## src/rtl/mem_arbiter.sv

```systemverilog
// rtl/mem_arbiter.sv - two-requester (fetch/data) arbiter in front of one shared memory port
// Data has priority; a saturating starve counter guarantees fetch a slot after STARVE_MAX data wins.
module mem_arbiter #(
    parameter int LAT        = 2,
    parameter int STARVE_MAX = 3
) (
    input  logic        clk,
    input  logic        rst,
    input  logic        i_req,
    input  logic [31:0] i_addr,
    output logic        i_ack,
    output logic [31:0] i_rdata,
    input  logic        d_req,
    input  logic        d_we,
    input  logic [31:0] d_addr,
    input  logic [31:0] d_wdata,
    output logic        d_ack,
    output logic [31:0] d_rdata,
    output logic [31:0] mem_addr,
    output logic [31:0] mem_wdata,
    output logic        mem_read,
    output logic        mem_write,
    input  logic [31:0] mem_rdata,
    output logic        busy,
    output logic        gnt_d
);

    localparam logic [1:0] ST_IDLE = 2'd0;
    localparam logic [1:0] ST_BUSY = 2'd1;
    localparam logic [1:0] ST_DONE = 2'd2;

    localparam logic [3:0] LAT_M1     = 4'(LAT - 1);
    localparam logic [3:0] STARVE_LIM = 4'(STARVE_MAX);

    logic [1:0]  r_state;
    logic [3:0]  r_cnt;
    logic [3:0]  r_starve;
    logic [31:0] r_addr;
    logic [31:0] r_wdata;
    logic        r_we;
    logic        r_gnt_d;
    logic [31:0] r_i_rdata;
    logic [31:0] r_d_rdata;

    logic w_any_req;
    logic w_pick_d;
    logic w_last_busy;

    assign w_any_req   = i_req | d_req;
    // Data wins every contested slot except once the fetch side has been passed over STARVE_MAX times.
    assign w_pick_d    = d_req & ~(i_req & (r_starve == STARVE_LIM));
    assign w_last_busy = (r_state == ST_BUSY) && (r_cnt == 4'd0);

    always_ff @(posedge clk or negedge rst) begin
        if (!rst) begin
            r_state   <= ST_IDLE;
            r_cnt     <= 4'd0;
            r_starve  <= 4'd0;
            r_addr    <= 32'd0;
            r_wdata   <= 32'd0;
            r_we      <= 1'b0;
            r_gnt_d   <= 1'b0;
        end else begin
            case (r_state)
                ST_IDLE: begin
                    if (w_any_req) begin
                        r_gnt_d <= w_pick_d;
                        r_addr  <= w_pick_d ? d_addr : i_addr;
                        r_we    <= w_pick_d & d_we;
                        r_wdata <= d_wdata;
                        r_cnt   <= LAT_M1;
                        r_state <= ST_BUSY;
                        if (!w_pick_d) begin
                            r_starve <= 4'd0;
                        end else if (i_req && (r_starve != STARVE_LIM)) begin
                            r_starve <= r_starve + 4'd1;
                        end
                    end
                end
                ST_BUSY: begin
                    if (r_cnt == 4'd0) begin
                        r_state <= ST_DONE;
                    end else begin
                        r_cnt <= r_cnt - 4'd1;
                    end
                end
                ST_DONE: begin
                    r_state <= ST_IDLE;
                end
                default: begin
                    r_state <= ST_IDLE;
                end
            endcase
        end
    end

    // Read data is captured on the final BUSY edge so it is already stable when ack is shown.
    always_ff @(posedge clk or negedge rst) begin
        if (!rst) begin
            r_i_rdata <= 32'd0;
            r_d_rdata <= 32'd0;
        end else if (w_last_busy && !r_we) begin
            if (r_gnt_d) begin
                r_d_rdata <= mem_rdata;
            end else begin
                r_i_rdata <= mem_rdata;
            end
        end
    end

    assign busy      = (r_state != ST_IDLE);
    assign gnt_d     = r_gnt_d;
    assign mem_addr  = r_addr;
    assign mem_wdata = r_wdata;
    assign mem_read  = (r_state == ST_BUSY) && !r_we;
    assign mem_write = w_last_busy && r_we;
    assign i_ack     = (r_state == ST_DONE) && !r_gnt_d;
    assign d_ack     = (r_state == ST_DONE) && r_gnt_d;
    assign i_rdata   = r_i_rdata;
    assign d_rdata   = r_d_rdata;

endmodule

```

## config.mk

```make
export PLATFORM = sky130hd
export DESIGN_NAME = mem_arbiter
export DESIGN_NICKNAME = d
export VERILOG_FILES = /design/src/rtl/mem_arbiter.sv
export SDC_FILE = /design/constraint.sdc
export NUM_CORES = 1
export LEC_CHECK = 0
export CELL_PAD_IN_SITES_DETAIL_PLACEMENT = 1
export CELL_PAD_IN_SITES_GLOBAL_PLACEMENT = 1
export CORE_ASPECT_RATIO = 1.25
export CORE_UTILIZATION = 32
export DETAILED_ROUTE_END_ITERATION = 8
export GPL_TIMING_DRIVEN = 0
export HOLD_SLACK_MARGIN = 0.05
export PLACE_DENSITY_LB_ADDON = 0.1
export SYNTH_ARGS = -nofsm -noshare
export SYNTH_HDL_FRONTEND = slang
export SYNTH_SLANG_ARGS = --single-unit
```

## constraint.sdc

```tcl
create_clock -name clk -period 2.35 [get_ports clk]
set_clock_uncertainty 0.15 [all_clocks]
set_input_delay 0.3525 -clock clk [delete_from_list [all_inputs] [get_ports clk]]
set_output_delay 0.3525 -clock clk [all_outputs]
set_load 0.1 [all_outputs]
```

==> summary.txt, run 1 <==
Run status
  – Status: finished with violations
  – Failing checks: DRC

Final layout
  – Register area: 0.00351 sq mm
  – Final instance area: 0.00963 sq mm
  – Layout area overhead: 59.6%
  – Share of layout cells above drive strength 1: 22.5%
  – Final layout net count: 888
  – Fillcell total: 1,905
  – Footprint of the multi-input gates: 0.00237 sq mm
  – Ant. Diodes: 0

Global routing
  – GR peak layer: met2
  – First-pass GRT wire length: 30.5 mm
  – Global route overflow: 0
  – Number of global-route vias before repair: 5,560
  – Grt met1 use: 23.4%
  – All-Layer GR Usage: 20.3%
  – Met2 global-route usage: 35.8%
  – Largest net degree at the start of global routing: 80
  – GR Util met3: 6.09%
  – Initial antenna violation count: 0

Synth
  – Post-Syn Nets: 594
  – Syn. warnings: 0
  – Post-Syn Instances: 459
  – Synth top area share: 58.1%
  – Syn Std Cell Area: 0.00603 sq mm
  – Post-synthesis sequential area ratio: 58.1%
  – Most common cell in the synthesized netlist: dfrtp_1
  – Synth top cells by count: dfrtp_1, mux2_2, o21ai_0
  – Area contributors post-synth: dfrtp_1, mux2_2, mux2_4
  – Number of synthesized flops with an enable pin: 0
  – Top FF cell, synth: dfrtp_1
  – Post-synth top area cell: dfrtp_1
  – Yosys reg bits: 140
  – Mean post-synth cell area: 13.1 sq um
  – Asr flop ratio synth: 100%
  – Netlist cell types: 35

Drt
  – DR WL/cell: 19.0 microns
  – Routed WL: 18.9 mm
  – Vias per cell: 5.01
  – Drt drc: 38
  – Vias: 4,976
  – Drt pass-1 iters: 6
  – Starting DRT DRC Count: 228
  – DRT antenna net count: 0

Setup path
  – Setup crit start: r_state[0]$_DFFE_PN0P_
  – Reg2reg setup slack: 0.12 ns
  – Cell family with most CP delay: buffers and inverters
  – Logic depth of the worst path, buffers included: 5
  – CP Data Required Time: 1.85 ns
  – Reg-to-reg endpoint: i_rdata[8]$_DFFE_PN0P_
  – WP buf/inv: 4
  – Crit path launch type: flop
  – CP max FO: 10
  – Critical path arrival: 1.75 ns
  – R2R Path Start: r_cnt[0]$_DFFE_PN0P_
  – Critical path endpoint category: primary output
  – Critical path, cell by cell: nor2_4 > inv_1 > buf_2 > buf_4 > buf_8
  – Setup crit end: busy
  – Max incr delay on CP: 0.47 ns
  – Worst setup path class: reg2out
  – CP max stage cell: dfrtp_2
  – Worst r2r path cells: 7

Job
  – Number of max-cap violations: 0

Die
  – DIE AREA: 0.0194 sq mm
  – I/O Pins: 267
  – Core area: 0.0183 sq mm
  – Row cnt: 55
  – Die height: 156 microns
  – Initial core utilization: 33.0%
  – Die Wd: 125 microns

STA
  – Final Hold Viols: 0
  – Fmax: 444 MHz
  – Final setup fails: 0
  – Final min period: 2.25 ns
  – Slew Viols, Final: 0
  – Final period util: 95.8%
  – Relative slew slack: 32.4%
  – Worst-Margin Slew: 1.02 ns

Clocking
  – H-tree depth: 4
  – Clk sinks: 140
  – Num CTS Buffers: 17
  – CTS root buffer: clkbuf_16
  – Clock Path Buffers: 2
  – Clk_lat worst skew: 0.41 ns
  – Reg clk slew, reported paths: 0.06 ns
  – CTS tree: built

Placement
  – DP HPWL: 13.9 mm
  – Post-DP Area: 0.00907 sq mm
  – IO Port Bufs: 266
  – GP Congestion: 0.797

Hold path
  – Worst min-delay path class: in2async
[layer usage]
| metal | vias up | routed length (microns) |
|---|---|---|
| met5 | - | 0 |
| met4 | 0 | 321 |
| met3 | 23 | 1320 |
| met2 | 192 | 9740 |
| met1 | 2475 | 7510 |
| li1 | 2286 | - |
[state kept, by name (all words and copies together), names as in the netlist]
register	flops
r_we	1
r_state	2
r_starve	4
gnt_d	1
mem_wdata	32
r_cnt	4
mem_addr	32
d_rdata	32
i_rdata	32
[cell type report]
class,count,area share [%]
flip-flops and latches,140,36.4
multi-input cells,275,24.6
clock buffers,21,4.78
well taps,228,2.96
clock inverters,11,1.64
plain buffers,40,2.38
inverters,4,0.156
repair buffers,275,27.0
[logic make-up after synthesis]
kind of cell               count (synthesis)  synth area share, %
AOI/OAI and AO/OA                         77                 7.84
buffers and inverters                     44                 3.59
and+or+nand+nor                           96                 9.58
muxes                                    100                 20.5
adders and majority gates                  2                0.415
DFF                                      140                 58.1
[placed cells by master (no fill, tap or decap), types with 2 or more instances in the layout]
| cell type | synthesis | final |
|---|---|---|
| clkbuf_2 | 0 | 4 |
| o211ai_1 | 32 | 32 |
| clkdlybuf4s15_2 | 0 | 3 |
| nand4_1 | 33 | 33 |
| nor2b_1 | 2 | 2 |
| mux2_4 | 30 | 35 |
| nand2b_1 | 2 | 2 |
| dfrtp_2 | 0 | 2 |
| buf_6 | 0 | 6 |
| inv_6 | 0 | 4 |
| bufinv_16 | 0 | 3 |
| mux2i_1 | 2 | 2 |
| clkinv_4 | 0 | 2 |
| nand3_1 | 38 | 37 |
| inv_1 | 4 | 4 |
| clkbuf_8 | 0 | 2 |
| clkinvlp_4 | 0 | 2 |
| buf_2 | 5 | 3 |
| nand2_1 | 4 | 4 |
| o21ai_0 | 41 | 41 |
| clkbuf_16 | 0 | 17 |
| clkdlybuf4s50_1 | 0 | 131 |
| o22ai_1 | 2 | 2 |
| nor2_1 | 2 | 2 |
| buf_8 | 3 | 4 |
| mux2_2 | 62 | 62 |
| clkbuf_1 | 29 | 26 |
| ha_1 | 2 | 2 |
| dlygate4sd2_1 | 0 | 128 |
| dfrtp_1 | 140 | 138 |
| nor3b_4 | 0 | 3 |
| buf_4 | 3 | 10 |
[through the flow]
step	utilization, %	hold WS, ns	worst slack, ns	std cells	TNS [ns]
finish	52.6	0.348	0.0977	994	0
global route	52.6	0.367	-0.00472	994	-0.00472
CTS	52.4	0.348	0.00266	990	0
detailed placement	49.6	0.241	-0.759	954	-16.70
global placement	49.4	0.322	-5.47	953	-704.58
floorplan	-	-0.0931	-0.0458	459	-0.687
[timing repair]
item | 4_1_cts | 5_1_grt
pin swaps | 1 | 1
buffers inserted | 3 | 4
resized for setup | 160 | 13
hold endpoints to repair | 61 | 0
hold buffers | 1 | 0
endpoints found under the setup margin | 194 | 84
[worst min-delay path by stage]
stage | slack [ns] | cells after the start | end | from
2_1_floorplan | -0.09 | 0 | d_rdata[0]$_DFFE_PN0P_ | rst
5_1_grt | 0.37 | 3 | mem_addr[11]$_DFFE_PN0P_ | i_addr[11]
4_1_cts | 0.35 | 3 | r_we$_DFFE_PN0P_ | d_we
3_3_place_gp | 0.32 | 1 | mem_wdata[27]$_DFFE_PN0P_ | mem_wdata[27]$_DFFE_PN0P_
6_report | 0.35 | 2 | mem_wdata[11]$_DFFE_PN0P_ | rst
3_5_place_dp | 0.24 | 1 | mem_wdata[11]$_DFFE_PN0P_ | rst
Power of run 1 is not shown: default switching activity piles up to over one toggle a cycle in this logic, so the estimate is an artifact.
==> inputs of run 2 (changes only) <==
--- a/config.mk
+++ b/config.mk
@@ -9,6 +9,7 @@
 export CELL_PAD_IN_SITES_GLOBAL_PLACEMENT = 1
 export CORE_ASPECT_RATIO = 1.25
-export CORE_UTILIZATION = 32
+export CORE_UTILIZATION = 48
 export DETAILED_ROUTE_END_ITERATION = 8
+export DONT_BUFFER_PORTS = 1
 export GPL_TIMING_DRIVEN = 0
 export HOLD_SLACK_MARGIN = 0.05
--- a/constraint.sdc
+++ b/constraint.sdc
@@ -3,3 +3,3 @@
 set_input_delay 0.3525 -clock clk [delete_from_list [all_inputs] [get_ports clk]]
 set_output_delay 0.3525 -clock clk [all_outputs]
-set_load 0.1 [all_outputs]
+set_load 0.01 [all_outputs]
==> run 2 against run 1 <==
- the run ends with hold timing left
- via count shrank 6.6%
- sequential cell count unchanged
- count of clock-buffer cells in the layout is 3 lower
- final area decreased by 15%
- critical endpoint is now mem_addr[1]$_DFFE_PN0P_
==> summary.txt, run 2 (synthesis results as in run 1) <==
Drt
  – Vias per cell: 5.91
  – DRT antenna net count: 0
  – Drt drc: 0
  – Drt pass-1 iters: 4
  – DR WL/cell: 23.8 microns
  – Starting DRT DRC Count: 182
  – Routed WL: 18.7 mm
  – Vias: 4,648

Power
  – PD cells: 1370 mW/mm^2
  – VDD IR max: 646 uV
  – Leak Pwr: 3.37 nW

STA
  – Slew Viols, Final: 0
  – Final Hold Viols: 140
  – Worst-Margin Slew: 0.535 ns
  – Unrepaired setup endpoints after global routing: no
  – Total Neg Setup Slack: 0 ns
  – Hold slack: -0.520 ns
  – Final period util: 95.8%
  – Final setup fails: 0
  – Final min period: 2.25 ns
  – Relative slew slack: 64.3%
  – Fmax: 444 MHz

Die
  – DIE AREA: 0.0130 sq mm
  – Row cnt: 45
  – Initial core utilization: 49.4%
  – Core area: 0.0122 sq mm
  – I/O Pins: 267
  – Die Wd: 102 microns
  – Die height: 127 microns

Clocking
  – Cts-stage hold buffer count: 130
  – H-tree depth: 4
  – Clock Path Buffers: 2
  – Reg clk slew, reported paths: 0.06 ns
  – CTS root buffer: clkbuf_16
  – Clk_lat worst skew: 0.42 ns
  – Clk sinks: 140
  – CTS tree: built
  – Num CTS Buffers: 17

Final layout
  – Layout area overhead: 35.4%
  – Commonest non-fill, non-tap cell in the layout: dfrtp_1
  – Most frequent cells in the layout: dfrtp_1, dlygate4sd3_1, mux2_2
  – Final layout net count: 744
  – Core Util, Final: 66.9%
  – Fillcell total: 1,192
  – Share of layout cells above drive strength 1: 24.0%

Global routing
  – All-Layer GR Usage: 29.5%
  – Largest net degree at the start of global routing: 141
  – First-pass GRT wire length: 28.7 mm
  – Initial antenna violation count: 0
  – Number of global-route vias before repair: 5,182
  – Global route overflow: 0

Run status
  – Status: finished with violations
  – Failing checks: hold timing

Setup path
  – CP max FO: 9
  – CP Data Required Time: 2.50 ns
  – Crit path launch type: flop
  – Worst r2r path cells: 6
  – Critical path endpoint category: flop
  – Critical path arrival: 2.40 ns
  – Worst setup path class: reg2reg

Hold path
  – Worst min-delay path class: in2async

Placement
  – GP Congestion: 0.787
  – IO Port Bufs: 0
  – DP HPWL: 10.7 mm

Job
  – Number of max-cap violations: 0
==> run 2: cell count changes in the layout (fill, tap and decap cells not counted), sizes merged <==
| cell | change |
|---|---|
| bufinv | -1 |
| dlygate4sd3 | +129 |
| dlygate4sd2 | -128 |
| clkdlybuf4s50 | -131 |
| buf | -11 |
| clkinv | +3 |
| diode | +1 |
| clkdlybuf4s15 | -3 |
| inv | +1 |
| clkbuf | -3 |
==> run 2: stage by stage <==
step                hold slack, ns  worst slack (ns)  instance area, sq um  cells  power, W
global placement           -0.0906            0.0391                  6240    623   0.00786
global route                -0.544           0.00485                  8170    786    0.0118
finish                      -0.520            0.0977                  8170    787    0.0112
detailed placement         -0.0900            0.0124                  6240    623   0.00809
floorplan                  -0.0931             0.213                  6030    459   0.00720
CTS                         -0.536            0.0412                  8160    787    0.0111
==> run 2: final timing paths <==
path                            slack (ns)                    start                        to
worst max-delay path                   0.1  r_starve[0]$_DFFE_PN0P_   mem_addr[1]$_DFFE_PN0P_
worst min-delay path                 -0.52                      rst    i_rdata[1]$_DFFE_PN0P_
worst max register to register         0.1  r_starve[0]$_DFFE_PN0P_   mem_addr[1]$_DFFE_PN0P_
worst min register to register        0.38     r_cnt[3]$_DFFE_PN0P_      r_cnt[3]$_DFFE_PN0P_
max in group asynchronous             2.34                      rst  mem_wdata[7]$_DFFE_PN0P_
min in group clk                      0.17                    i_req   r_starve[0]$_DFFE_PN0P_
==> run 2: area by class of cell <==
class                      instances  area, sq um  area share, %
sequential                       140         3500           42.9
multi-input combinational        275         2320           28.4
timing repair buffer             132         1320           16.2
clock buffer                      18          439           5.38
tap                              164          205           2.51
buffer                            39          201           2.47
clock inverter                    14          160           1.96
inverter                           4         15.0          0.184
antenna                            1         2.50         0.0306
==> run 2: repair_timing <==
item	4_1_cts	5_1_grt
pin swaps	1	0
buffers inserted	2	0
hold endpoints to repair	273	140
endpoints found under the setup margin	31	77
resized for setup	1	8
==> run 2: critical path: stages, from the launching register on <==
cell and delay, ns:
dfrtp_1 0.42, ha_1 0.24, nand4bb_1 0.09, buf_2 0.22, and2_1 0.29, o211ai_1 0.14
dlygate4sd3_1 0.59
==> run 2: routing by layer <==
| metal | wire, microns | track usage (%) |
|---|---|---|
| met4 | 552 | 12.5 |
| met2 | 10200 | 53.4 |
| met3 | 1490 | 9.63 |
| met5 | 0 | 0 |
| met1 | 6490 | 30.8 |
==> run 2: where the power goes <==
group	switching, W	total, W	internal, W
sequential	0.00157	0.00520	0.00363
clock	0.00112	0.00274	0.00162
combinational	0.00152	0.00327	0.00175
Power figures use the tool's default switching activity.
